==> config.mk <==
export PLATFORM = sky130hd
export DESIGN_NAME = argmax_classifier_flat
export DESIGN_NICKNAME = d
export VERILOG_FILES = /design/src/rtl/argmax_classifier_if.sv /design/src/rtl/argmax_classifier.sv /design/src/flat_wrapper.sv
export SDC_FILE = /design/constraint.sdc
export NUM_CORES = 1
export LEC_CHECK = 0
export ABC_AREA = 1
export CELL_PAD_IN_SITES_DETAIL_PLACEMENT = 0
export CELL_PAD_IN_SITES_GLOBAL_PLACEMENT = 1
export CORE_UTILIZATION = 34
export CTS_CLUSTER_SIZE = 16
export DETAILED_ROUTE_END_ITERATION = 16
export PLACE_DENSITY = 0.75
export SLEW_MARGIN = 25
export SYNTH_ARGS = -nofsm -noshare
export SYNTH_HDL_FRONTEND = slang
export SYNTH_SLANG_ARGS = --single-unit
==> constraint.sdc <==
create_clock -name clk -period 3.19 [get_ports clk]
set_input_delay 0.957 -clock clk [delete_from_list [all_inputs] [get_ports clk]]
set_output_delay 0.957 -clock clk [all_outputs]
set_load 0.005 [all_outputs]
==> src/rtl/argmax_classifier_if.sv <==
// Tile-to-classifier and classifier-to-host signal bundle for argmax_classifier.
// Margin outputs exist only when ARGMAX_MARGIN_EN is defined.
interface argmax_classifier_if #(
    parameter int unsigned OUTPUT_SZ = 10,
    parameter int unsigned DATA_W    = 32
);
    localparam int unsigned IDX_W = (OUTPUT_SZ > 1) ? $clog2(OUTPUT_SZ) : 1;

    logic                             done;
    logic [OUTPUT_SZ-1:0][DATA_W-1:0] result;
    logic                             class_valid;
    logic                             class_ready;
    logic [IDX_W-1:0]                 class_idx;
    logic [DATA_W-1:0]                class_score;
    logic                             busy;
    logic                             overrun;
`ifdef ARGMAX_MARGIN_EN
    logic [DATA_W-1:0]                second_score;
    logic [DATA_W:0]                  margin;
`endif

    // Tile / host side
    modport master (
        output done, result, class_ready,
        input  class_valid, class_idx, class_score, busy, overrun
`ifdef ARGMAX_MARGIN_EN
        , input second_score, margin
`endif
    );

    // Classifier side
    modport slave (
        input  done, result, class_ready,
        output class_valid, class_idx, class_score, busy, overrun
`ifdef ARGMAX_MARGIN_EN
        , output second_score, margin
`endif
    );
endinterface

==> src/rtl/argmax_classifier.sv <==
// Captures a score vector on done, scans it one element per cycle for the signed maximum,
// and holds the winner on a valid/ready handshake. Optional runner-up/margin: ARGMAX_MARGIN_EN.
module argmax_classifier #(
    parameter int unsigned OUTPUT_SZ = 10,
    parameter int unsigned DATA_W    = 32
) (
    input logic                clk,
    input logic                rst_n,
    argmax_classifier_if.slave bus
);
    localparam int unsigned IDX_W = (OUTPUT_SZ > 1) ? $clog2(OUTPUT_SZ) : 1;

    typedef enum logic [1:0] {
        S_IDLE = 2'd0,
        S_SCAN = 2'd1,
        S_HOLD = 2'd2
    } state_t;

    state_t                           state_q, state_d;
    logic [OUTPUT_SZ-1:0][DATA_W-1:0] res_q, res_d;
    logic [DATA_W-1:0]                best_val_q, best_val_d;
    logic [IDX_W-1:0]                 best_idx_q, best_idx_d;
    logic [IDX_W-1:0]                 scan_idx_q, scan_idx_d;
    logic                             overrun_q, overrun_d;
    logic [DATA_W-1:0]                elem;
`ifdef ARGMAX_MARGIN_EN
    localparam logic [DATA_W-1:0] MOST_NEG = {1'b1, {(DATA_W-1){1'b0}}};
    logic [DATA_W-1:0]                second_val_q, second_val_d;
`endif

    // Element under scan; written as a compare-mux so OUTPUT_SZ == 1 never indexes out of range.
    always_comb begin
        elem = '0;
        for (int unsigned i = 0; i < OUTPUT_SZ; i++) begin
            if (scan_idx_q == IDX_W'(i)) begin
                elem = res_q[i];
            end
        end
    end

    always_comb begin
        state_d    = state_q;
        res_d      = res_q;
        best_val_d = best_val_q;
        best_idx_d = best_idx_q;
        scan_idx_d = scan_idx_q;
        overrun_d  = 1'b0;
`ifdef ARGMAX_MARGIN_EN
        second_val_d = second_val_q;
`endif
        unique case (state_q)
            S_IDLE: begin
                if (bus.done) begin
                    res_d      = bus.result;
                    best_val_d = bus.result[0];
                    best_idx_d = '0;
                    scan_idx_d = IDX_W'(1);
`ifdef ARGMAX_MARGIN_EN
                    second_val_d = MOST_NEG;
`endif
                    state_d    = (OUTPUT_SZ == 1) ? S_HOLD : S_SCAN;
                end
            end
            S_SCAN: begin
                overrun_d = bus.done;
                // Strictly greater keeps the lowest index on ties.
                if ($signed(elem) > $signed(best_val_q)) begin
                    best_val_d = elem;
                    best_idx_d = scan_idx_q;
`ifdef ARGMAX_MARGIN_EN
                    second_val_d = best_val_q;
                end else if ($signed(elem) > $signed(second_val_q)) begin
                    second_val_d = elem;
`endif
                end
                scan_idx_d = scan_idx_q + 1'b1;
                if (scan_idx_q == IDX_W'(OUTPUT_SZ - 1)) begin
                    state_d = S_HOLD;
                end
            end
            S_HOLD: begin
                overrun_d = bus.done;
                if (bus.class_ready) begin
                    state_d = S_IDLE;
                end
            end
            default: begin
                state_d = S_IDLE;
            end
        endcase
    end

    always_ff @(posedge clk or negedge rst_n) begin
        if (!rst_n) begin
            state_q    <= S_IDLE;
            res_q      <= '0;
            best_val_q <= '0;
            best_idx_q <= '0;
            scan_idx_q <= '0;
            overrun_q  <= 1'b0;
`ifdef ARGMAX_MARGIN_EN
            second_val_q <= '0;
`endif
        end else begin
            state_q    <= state_d;
            res_q      <= res_d;
            best_val_q <= best_val_d;
            best_idx_q <= best_idx_d;
            scan_idx_q <= scan_idx_d;
            overrun_q  <= overrun_d;
`ifdef ARGMAX_MARGIN_EN
            second_val_q <= second_val_d;
`endif
        end
    end

    assign bus.class_valid = (state_q == S_HOLD);
    assign bus.busy        = (state_q != S_IDLE);
    assign bus.class_idx   = best_idx_q;
    assign bus.class_score = best_val_q;
    assign bus.overrun     = overrun_q;
`ifdef ARGMAX_MARGIN_EN
    assign bus.second_score = second_val_q;
    // Sign-extend both operands one bit so the difference cannot overflow.
    assign bus.margin = {best_val_q[DATA_W-1], best_val_q} - {second_val_q[DATA_W-1], second_val_q};
`endif
endmodule

==> src/flat_wrapper.sv <==
// flat-port wrapper written by rule: the top's interface ports become plain ports
module argmax_classifier_flat 
#(
    parameter int unsigned OUTPUT_SZ = 10,
    parameter int unsigned DATA_W    = 32
)
  (clk, rst_n, bus_done, bus_result, bus_class_ready, bus_class_valid, bus_class_idx, bus_class_score, bus_busy, bus_overrun);
  argmax_classifier_if #(.OUTPUT_SZ(OUTPUT_SZ), .DATA_W(DATA_W)) bus_i ();
  input logic clk;
  input logic rst_n;
  input wire logic [$bits(bus_i.done)-1:0] bus_done;
  input wire logic [$bits(bus_i.result)-1:0] bus_result;
  input wire logic [$bits(bus_i.class_ready)-1:0] bus_class_ready;
  output wire logic [$bits(bus_i.class_valid)-1:0] bus_class_valid;
  output wire logic [$bits(bus_i.class_idx)-1:0] bus_class_idx;
  output wire logic [$bits(bus_i.class_score)-1:0] bus_class_score;
  output wire logic [$bits(bus_i.busy)-1:0] bus_busy;
  output wire logic [$bits(bus_i.overrun)-1:0] bus_overrun;
  assign bus_i.done = bus_done;
  assign bus_i.result = bus_result;
  assign bus_i.class_ready = bus_class_ready;
  assign bus_class_valid = bus_i.class_valid;
  assign bus_class_idx = bus_i.class_idx;
  assign bus_class_score = bus_i.class_score;
  assign bus_busy = bus_i.busy;
  assign bus_overrun = bus_i.overrun;
  argmax_classifier #(.OUTPUT_SZ(OUTPUT_SZ), .DATA_W(DATA_W)) u_core (.clk(clk), .rst_n(rst_n), .bus(bus_i));
endmodule
==> out/results.tsv <==
stage	metric	value	unit
power	Power, Total	32.2	mW
logic_synthesis	share of the synthesized area in the top cell type	48.1	%
power	P per Cell Area	1160	nW/um2
power	Int Power	17.5	mW
setup_path	worst setup path category	flop to flop	
power	worst vdd ir	0.000529	V
place	placed wire-length estimate after detailed placement	59.2	mm
sta	Final Setup Violations	36	
route	met2 wirelength from detailed routing	36.1	mm
global_route	via count of the first global-routing pass	19300	
sta	clock skew after layout	0.0246	ns
place	number of instances in the placed design	3822	
power	LEAKAGE	14.5	nW
clock_tree	number of sinks handled by clock tree synthesis	363	
route	top metal layer carrying routed signals	met5	
finish	total number of nets in the final design	3561	
setup_path	cell repeated most along the worst path	nand2_1	
clock_tree	clock tree from TritonCTS	built	
sta	share of the cycle needed by the critical path after routing	121	%
global_route	maximum number of pins on one net before global-route repair	137	
floorplanning	starting density of the core	34.7	%
worst_hold_path	type of the tightest min-delay check	primary input to asynchronous set/reset pin	
route	post-detailed-route DRC marker count	0	
floorplanning	Core Box Area	54300	um2
sta	unrepaired setup endpoints after global routing	yes	
floorplanning	width of the die	238	um
logic_synthesis	register bit count reported by yosys	363	
clock_tree	number of buffers between clock root and the deepest sink	3	
floorplanning	Vert. Die Dim	238	um
setup_path	maximum fanout along the worst path	13	
route	number of routed nets with antenna violations	0	
power	Sw Share	45.6	%
setup_path	endpoint of the worst-slack reg-to-reg timing path	u_core.bus.class_score[21]	
sta	minimum clock period	3.85	ns
logic_synthesis	Syn Area/Cell	6.95	um2
floorplanning	Std-Cell Rows	85	
finish	number of antenna diodes	0	
setup_path	register-to-register path setup slack	-0.66	ns
finish	fraction of final layout cells sized beyond drive strength 1	16.3	%
clock_tree	number of clock buffers inserted by TritonCTS	42	
route	Wirelength per Cell	19.8	um
route	via count of the routed design	18900	
logic_synthesis	synthesis warning total	0	
power	part of the total power dissipated in combinational logic	58.8	%
setup_path	WP data arrival	4.32	ns
setup_path	WP data required	3.66	ns
route	DR WL met3	5.21	mm
logic_synthesis	Net Count, Synth	3081	
clock_tree	maximum level of the CTS H-tree	2	
global_route	overall track demand over capacity in global routing	27.6	%
route	M1 WL	34.7	mm
place	final weighted congestion in routability-driven placement	0.954	
setup_path	worst r2r path cells	32	
route	Final Routed Wirelength	78.6	mm
floorplanning	total I/O pin count	363	
global_route	global-route wire length before repair	116	mm
setup_path	launching element type of the critical path	flop	
setup_path	Reg2Reg Launch Point	u_core.scan_idx_q[0]	
floorplanning	die footprint	56400	um2
clock_tree	post-CTS clock slew at the launch and capture registers of the worst setup and hold paths	0.06	ns
logic_synthesis	number of library cell types mapped by synthesis	32	
sta	worst relative slew slack	51.0	%
logic_synthesis	top cells by area in the synthesized netlist	dfrtp_1 (48%), nand2_1 (31%), inv_1 (3.9%), nand3_1 (3.3%), ha_1 (2.7%)	
sta	number of pins exceeding their max-slew limit in the final report	0	
logic_synthesis	share of the yosys chip area belonging to registers	48.1	%
sta	Worst Max-Slew Pin Slew	0.735	ns
setup_path	largest stage delay on the critical path	0.42	ns
logic_synthesis	synthesized instance count	2717	
clock_tree	count of hold buffers inserted by post-cts repair	0	
finish	commonest non-fill, non-tap cells in the layout	nand2_1 (1,470), dfrtp_1 (363), clkdlybuf4s50_1 (361)	
outcome	outcome	finished, violations left	
logic_synthesis	biggest area consumer among synthesized cells	dfrtp_1	
global_route	overflow left after global routing	0	
power	sequential cell fraction of total power	26.4	%
global_route	initial antenna violation count	2	
flow_run	max cap viols	0	
route	DRT iter0 DRCs	1561	
setup_path	Slowest-stage cell, CP	dfrtp_1	
route	Initial DRT Pass Iterations	8	
power	switching component of the power	14.7	mW
place	number of port buffers	362	
logic_synthesis	area of the mapped netlist	18900	um2
finish	most common library cell in the layout ignoring fill and taps	nand2_1	
setup_path	kind of capture point of the worst setup path	flop	
route	via density per instance	4.78	
finish	count of non-filler cells in the finished layout	3965	
finish	layout-stage area growth over the synthesis result	46.5	%
clock_tree	insertion delay of the later-clocked pin in the worst-skew pair	0.58	ns
sta	Total Neg Setup Slack	-23.18	ns
power	Clk pwr share	14.8	%
clock_tree	CTS Root Cell	clkbuf_16	
sta	final hold violations	0	
sta	fmax	260	MHz
outcome	violated checks	setup timing	
sta	Final Worst Setup Slack	-0.663	ns
-- timing repair --
| action | 4_1_cts | 5_1_grt |
|---|---|---|
| pin swaps | 41 | 77 |
| gates resized for setup | 178 | 156 |
| cloned | 7 | 8 |
| endpoints found under the setup margin | 36 | 36 |
| setup buffers | 38 | 21 |
-- layout make-up --
cell class	instances	area [um2]
repair inverters	1	5.00
multi-input cells	2013	9580
flip-flops and latches	363	9080
well taps	739	925
clock inverters	8	86.3
repair buffers	573	5920
inverters	203	790
clock buffers	65	1260
fillers	5330	26700
-- routing by layer --
metal  track usage (%)  vias up
li1                  -     9136
met4              9.38        4
met3              5.34      129
met2              44.3      588
met1              37.3     9076
met5                 0        -
-- state kept, by name, indices dropped and copies added (netlist names) --
name	count
u_core.bus.class_score	32
u_core.scan_idx_q	4
u_core.res_q	320
u_core.bus.overrun	1
u_core.state_q	2
u_core.bus.class_idx	4
-- synthesized netlist by cell type --
library cell and n:
a211oi_1 1, a21boi_0 1, a21o_1 1, a21oi_1 19
buf_1 12, buf_2 39, buf_4 4, buf_6 1
clkbuf_1 83, dfrtp_1 363, ha_1 40, inv_1 194
inv_2 9, nand2_1 1567, nand2_2 3, nand3_1 126
nand3b_1 15, nand4_1 6, nor2_1 118, nor2_2 3
nor2_4 1, nor3_1 3, nor3_2 1, nor3_4 1
o21a_1 2, o21ai_0 24, o21ai_1 16, o221ai_1 1
o22ai_1 1, or2_0 33, or2_1 19, or2_2 10
-- critical path, delay by kind of cell, from the launching register on --
kind	cells	cell delay [ns]
DFF	1	0.42
buffers and inverters	7	0.82
adders and majority gates	2	0.39
AOI/OAI and AO/OA	1	0.17
and+or+nand+nor	22	1.94
-- logic make-up (layout without fill, tap and decap cells) --
kind of cell	after synthesis	count (layout)	synth area share, %
AO/OA/AOI/OAI	66	66	1.84
adder cells (fa/ha/maj)	40	40	2.65
buffers and inverters	342	850	7.18
flip-flops	363	363	48.1
AND/OR/NAND/NOR	1906	1907	40.2
-- through the flow --
step	cell area [um2]	util, %	hold WS (ns)	setup slack, ns
final	27600	50.9	0.403	-0.663
after global routing	27600	50.9	0.443	-0.877
after global placement	24200	44.6	0.456	-0.967
after floorplan	18900	-	0.441	0.0222
after CTS	26800	49.3	0.415	-0.669
after detailed placement	24200	44.6	0.460	-0.972
-- power groups by stage --
stage	clock, mW	sequential, mW	combinational, mW
after detailed placement	0	8.48	14.6
after CTS	4.87	8.45	17.0
after floorplan	0	7.75	8.40
after global placement	0	8.48	14.5
final	4.77	8.50	18.9
after global routing	5.03	8.70	20.8
-- how the worst max path moves through the flow --
stage / end / cells after the start / slack, ns / startpoint
2_1_floorplan: u_core.bus.class_score[1] / 28 / 0.02 / u_core.scan_idx_q[1]
3_3_place_gp: u_core.bus.class_score[9] / 31 / -0.97 / u_core.scan_idx_q[0]
3_5_place_dp: u_core.bus.class_score[8] / 31 / -0.97 / u_core.scan_idx_q[0]
4_1_cts: u_core.bus.class_idx[0] / 32 / -0.67 / u_core.scan_idx_q[1]
5_1_grt: u_core.bus.class_score[22] / 33 / -0.88 / u_core.scan_idx_q[0]
6_report: u_core.bus.class_score[21] / 32 / -0.66 / u_core.scan_idx_q[0]
No activity file was read; power rests on OpenSTA's default activity.
